`src/rtl/id_stage.sv`:
```
// Instruction decode stage: register file, busy scoreboard, decode of OP/OP-IMM,
// and a single-entry valid/ready output register toward execute.
module id_stage (
  input  logic        clk,
  input  logic        rst,
  input  logic        if_valid,
  input  logic [31:0] if_instr,
  output logic        if_ready,
  output logic        ex_valid,
  input  logic        ex_ready,
  output logic [31:0] ex_rs1_val,
  output logic [31:0] ex_rs2_val,
  output logic [2:0]  ex_funct3,
  output logic [11:0] ex_imm_i,
  output logic [4:0]  ex_rd,
  output logic        ex_op,
  output logic        ex_op_imm,
  output logic        ex_illegal,
  input  logic        wb_en,
  input  logic [4:0]  wb_rd,
  input  logic [31:0] wb_data,
  input  logic        flush
);

  localparam logic [6:0] OpcOp    = 7'b0110011;
  localparam logic [6:0] OpcOpImm = 7'b0010011;
  localparam logic [6:0] F7Zero   = 7'b0000000;
  localparam logic [6:0] F7Alt    = 7'b0100000;

  logic [31:0] rf_q [32];
  logic [31:0] busy_q, busy_d;
  logic        rst_done_q;

  logic        ex_valid_q;
  logic [31:0] ex_rs1_val_q, ex_rs2_val_q;
  logic [2:0]  ex_funct3_q;
  logic [11:0] ex_imm_i_q;
  logic [4:0]  ex_rd_q;
  logic        ex_op_q, ex_op_imm_q, ex_illegal_q;

  logic [6:0]  opcode, funct7;
  logic [2:0]  funct3;
  logic [4:0]  rs1, rs2, rd;
  logic [11:0] imm_i;
  logic        is_op, is_op_imm, illegal;
  logic [31:0] rs1_val, rs2_val;
  logic [31:0] wb_clr, busy_eff;
  logic        hazard, load;

  assign opcode    = if_instr[6:0];
  assign rd        = if_instr[11:7];
  assign funct3    = if_instr[14:12];
  assign rs1       = if_instr[19:15];
  assign rs2       = if_instr[24:20];
  assign funct7    = if_instr[31:25];
  assign imm_i     = if_instr[31:20];
  assign is_op     = (opcode == OpcOp);
  assign is_op_imm = (opcode == OpcOpImm);

  always_comb begin
    illegal = 1'b1;
    if (is_op) begin
      illegal = !((funct7 == F7Zero) ||
                  ((funct7 == F7Alt) && ((funct3 == 3'b000) || (funct3 == 3'b101))));
    end else if (is_op_imm) begin
      // Shift-immediate forms reuse imm[11:5] as a funct7 field.
      unique case (funct3)
        3'b001:  illegal = (funct7 != F7Zero);
        3'b101:  illegal = !((funct7 == F7Zero) || (funct7 == F7Alt));
        default: illegal = 1'b0;
      endcase
    end
  end

  always_comb begin
    rs1_val = '0;
    rs2_val = '0;
    if (rs1 != 5'd0) rs1_val = (wb_en && (wb_rd == rs1)) ? wb_data : rf_q[rs1];
    if (rs2 != 5'd0) rs2_val = (wb_en && (wb_rd == rs2)) ? wb_data : rf_q[rs2];
  end

  assign wb_clr   = wb_en ? (32'd1 << wb_rd) : 32'd0;
  assign busy_eff = busy_q & ~wb_clr;
  assign hazard   = !illegal &&
                    (busy_eff[rs1] || (is_op && busy_eff[rs2]) || busy_eff[rd]);

  assign if_ready = rst_done_q & !flush & !hazard & (!ex_valid_q | ex_ready);
  assign load     = if_valid & if_ready;

  always_comb begin
    busy_d = busy_q & ~wb_clr;
    if (flush && ex_valid_q && !ex_illegal_q) busy_d[ex_rd_q] = 1'b0;
    // A new claim on rd wins over a writeback retiring the same register.
    if (load && !illegal) busy_d[rd] = 1'b1;
    busy_d[0] = 1'b0;
  end

  always_ff @(posedge clk or posedge rst) begin
    if (rst) begin
      for (int i = 0; i < 32; i++) rf_q[i] <= '0;
    end else if (wb_en && (wb_rd != 5'd0)) begin
      rf_q[wb_rd] <= wb_data;
    end
  end

  always_ff @(posedge clk or posedge rst) begin
    if (rst) begin
      busy_q     <= '0;
      rst_done_q <= 1'b0;
    end else begin
      busy_q     <= busy_d;
      rst_done_q <= 1'b1;
    end
  end

  always_ff @(posedge clk or posedge rst) begin
    if (rst) begin
      ex_valid_q   <= 1'b0;
      ex_rs1_val_q <= '0;
      ex_rs2_val_q <= '0;
      ex_funct3_q  <= '0;
      ex_imm_i_q   <= '0;
      ex_rd_q      <= '0;
      ex_op_q      <= 1'b0;
      ex_op_imm_q  <= 1'b0;
      ex_illegal_q <= 1'b0;
    end else if (flush) begin
      ex_valid_q <= 1'b0;
    end else if (load) begin
      ex_valid_q   <= 1'b1;
      ex_rs1_val_q <= rs1_val;
      ex_rs2_val_q <= rs2_val;
      ex_funct3_q  <= funct3;
      ex_imm_i_q   <= imm_i;
      ex_rd_q      <= rd;
      ex_op_q      <= is_op;
      ex_op_imm_q  <= is_op_imm;
      ex_illegal_q <= illegal;
    end else if (ex_ready) begin
      ex_valid_q <= 1'b0;
    end
  end

  assign ex_valid   = ex_valid_q;
  assign ex_rs1_val = ex_rs1_val_q;
  assign ex_rs2_val = ex_rs2_val_q;
  assign ex_funct3  = ex_funct3_q;
  assign ex_imm_i   = ex_imm_i_q;
  assign ex_rd      = ex_rd_q;
  assign ex_op      = ex_op_q;
  assign ex_op_imm  = ex_op_imm_q;
  assign ex_illegal = ex_illegal_q;

endmodule

```
`config.mk`:
```
export PLATFORM = sky130hd
export DESIGN_NAME = id_stage
export DESIGN_NICKNAME = d
export VERILOG_FILES = /design/src/rtl/id_stage.sv
export SDC_FILE = /design/constraint.sdc
export NUM_CORES = 2
export LEC_CHECK = 0
export ABC_AREA = 0
export CORE_MARGIN = 4
export CORE_UTILIZATION = 40
export DETAILED_ROUTE_END_ITERATION = 7
export HOLD_SLACK_MARGIN = 0.1
export PLACE_DENSITY = 0.63
export SYNTH_ARGS = -nofsm -noshare
export SYNTH_HDL_FRONTEND = slang
export SYNTH_SLANG_ARGS = --single-unit
```
`constraint.sdc`:
```
create_clock -name clk -period 79.3 [get_ports clk]
set_input_delay 11.895 -clock clk [delete_from_list [all_inputs] [get_ports clk]]
set_output_delay 11.895 -clock clk [all_outputs]
set_load 0.01 [all_outputs]
```
==> flow_summary.json <==
{
  "wirelength_um": 221000,
  "die_h_um": 404,
  "portBuffers": 163,
  "grt_max_degree": 128,
  "critical_path_class": "input port to primary output",
  "cts_resized": 0,
  "crit_top_cell": "clkdlybuf4s50_1",
  "cts_tree": "done",
  "grt_pass1_vias": 44554,
  "path_max_fanout": 23,
  "synth_fp_nets": 4807,
  "coreArea_sq_um": 156000,
  "cts.clk_slew.worst_paths_ns": 0.06,
  "dp_cells": 6541,
  "cp_data_required_time_ns": 67.41,
  "post-route-min-period_ns": 29.31,
  "drv_slew": 0,
  "p_per_area_nw_per_um2": 25.4,
  "critPathSlowestCell": "nor2_4",
  "fin_skew_ns": 0.0314,
  "drtAntennaViolNets": 0,
  "tightest_slew_ns": 1.32,
  "dpl_worst_slack_ns": 50.14,
  "layout-drive-gt1-share": 0.403,
  "antenna_found_initial": 7,
  "cts_root_buf": "clkbuf_16",
  "die-area_sq_um": 163000,
  "avgViaCountPerCell": 6.62,
  "critPathTopFamily": "simple AND/OR/NAND/NOR gates",
  "cp.arrival_ns": 17.41,
  "instances_no_fill": 6766,
  "crit_path_end_kind": "primary output",
  "grt-ovfl-total": 0,
  "hpwl_um": 127000,
  "drt_iter0_markers": 5189,
  "avgRoutedWirePerCell_um": 32.7,
  "ys_seq_area_frac": 0.457,
  "hold_viol": 0,
  "ios": 164,
  "layout_common_cells": "dfrtp_1, mux2_2, mux4_2",
  "post-route-period-util": 0.370,
  "setup_tns_ns": 0,
  "rows": 145,
  "htreeDepth": 4,
  "cap_violations": 0,
  "vias": 44769,
  "crit_buf_inv": 3,
  "slew_headroom": 0.120,
  "synthCells": 4732,
  "synth_edf_count": 0,
  "numCtsBuffers": 131,
  "fmax_mhz": 34.1,
  "slowest_delay_ns": 0.90,
  "status": "finished with violations",
  "route.detailed.drc": 1,
  "peakVddDrop_mv": 0.0164,
  "initial_core_util": 0.402,
  "worst_slack_ns": 50.00,
  "async_reset_ff_frac": 1.00,
  "die_x_um": 404,
  "area_growth_pct": 12.1,
  "critPathLaunchType": "input port",
  "firstDrtPassIters": 8,
  "worst_hold_path_type": "flip-flop to flip-flop",
  "holdBufCountCts": 0,
  "clk_latency_ns": 0.77,
  "gp_congestion": 0.898,
  "crit_chain": "clkdlybuf4s50_1, nand4_1, nor2_4, buf_4, o22ai_1, a31oi_1, o211ai_1, or4b_4, o21ai_1, and4b_1, clkdlybuf4s50_1",
  "clock_path_buffers": 3,
  "grt_pass1_wl_um": 321000,
  "netlist_area_sq_um": 62700,
  "ys_types": 86,
  "p_leak_nw": 29.7,
  "gr-usage-all-layers": 0.268,
  "final_util": 0.451,
  "synth_seq_cells": 1144,
  "final_common_cell": "dfrtp_1",
  "n_fill_cell": 13896,
  "rsz0062_at_grt": "false",
  "synth_top_flop_cell": "dfrtp_1",
  "cts.sink_count": 1144,
  "cts_setup_buffers": 0,
  "avgSynthCellArea_sq_um": 13.3,
  "yosysWarnings": 0,
  "setup_viol": 0,
  "violations": "design-rule violations",
  "num-nets-final": 4691
}
report_power, final:
| part | internal, mW | switching [mW] | total [mW] |
|---|---|---|---|
| logic | 0.223 | 0.178 | 0.402 |
| registers | 0.696 | 0.0865 | 0.782 |
| clock network | 0.354 | 0.247 | 0.601 |
| total | 1.27 | 0.512 | 1.79 |
metrics by stage:
stage	area (sq um)	hold slack (ns)	total power [mW]
3_3_place_gp	66100	0.377	1.17
6_report	70300	0.395	1.79
4_1_cts	70300	0.395	1.79
2_1_floorplan	62700	0.441	1.05
3_5_place_dp	66100	0.383	1.19
5_1_grt	70300	0.409	1.86
path summary, 6_finish.rpt:
check,startpoint,endpoint,slack [ns],cells past startpoint
worst max-delay path,wb_rd[3],if_ready,50.00,11
worst min-delay path,rf_q[1020],rf_q[1020],0.39,0
worst max register to register,busy_q[13],ex_rs2_val[16],74.63,9
worst min register to register,rf_q[1020],rf_q[1020],0.39,0
max in group asynchronous,rst,rf_q[592],64.49,5
min in group asynchronous,rst,rf_q[794],11.72,2
cell usage after synthesis, types with 17 or more instances:
cell type / number / area [sq um]
and2_1: 72 / 450
buf_2: 52 / 260
nand2_1: 276 / 1040
a21oi_1: 58 / 290
buf_1: 99 / 372
mux2i_1: 31 / 310
a22oi_1: 176 / 1320
nor3_1: 17 / 85.1
nor2_1: 119 / 447
mux4_2: 479 / 10800
dfrtp_1: 1144 / 28600
a211o_1: 48 / 420
clkbuf_1: 397 / 1490
o22ai_1: 69 / 432
nor4_1: 56 / 350
or4_1: 18 / 135
mux2_2: 1017 / 11500
o211ai_1: 74 / 556
nand3_1: 63 / 315
o22a_1: 34 / 298
o21ai_1: 28 / 140
a31oi_1: 26 / 163
a221oi_1: 23 / 201
o21ai_0: 49 / 245
a221o_1: 42 / 420
logic make-up after synthesis:
| kind of cell | share of synthesized area |
|---|---|
| mux | 0.360 |
| flops | 0.457 |
| compound gates | 0.0906 |
| simple gates | 0.0569 |
| buf+inv | 0.0348 |
| xor+xnor | 0.00154 |
| other cells | 0.0000598 |
state kept, by name (all words and copies together) (netlist names):
name	flops
ex_op_imm	1
ex_imm_i	12
ex_funct3	3
ex_valid	1
rf_q	1024
busy_q	31
ex_illegal	1
ex_rd	5
ex_rs2_val	32
rst_done_q	1
ex_op	1
ex_rs1_val	32
routing by layer:
metal,up-vias,part of all wire,global-route usage
met4,0,0.055,0.129
met1,23952,0.41,0.372
met2,2218,0.44,0.401
met5,-,0,0
li1,18092,-,-
met3,507,0.091,0.0619
area by class of cell:
class,count,area (sq um),area share
inverter,16,67.6,0.000961
timing repair buffer,299,2700,0.0383
antenna,4,10.0,0.000142
clock inverter,23,270,0.00384
tap,2058,2570,0.0366
clock buffer,198,3910,0.0556
multi-input combinational,3024,32100,0.457
sequential,1144,28600,0.407
No activity file was read; power rests on OpenSTA's default activity.
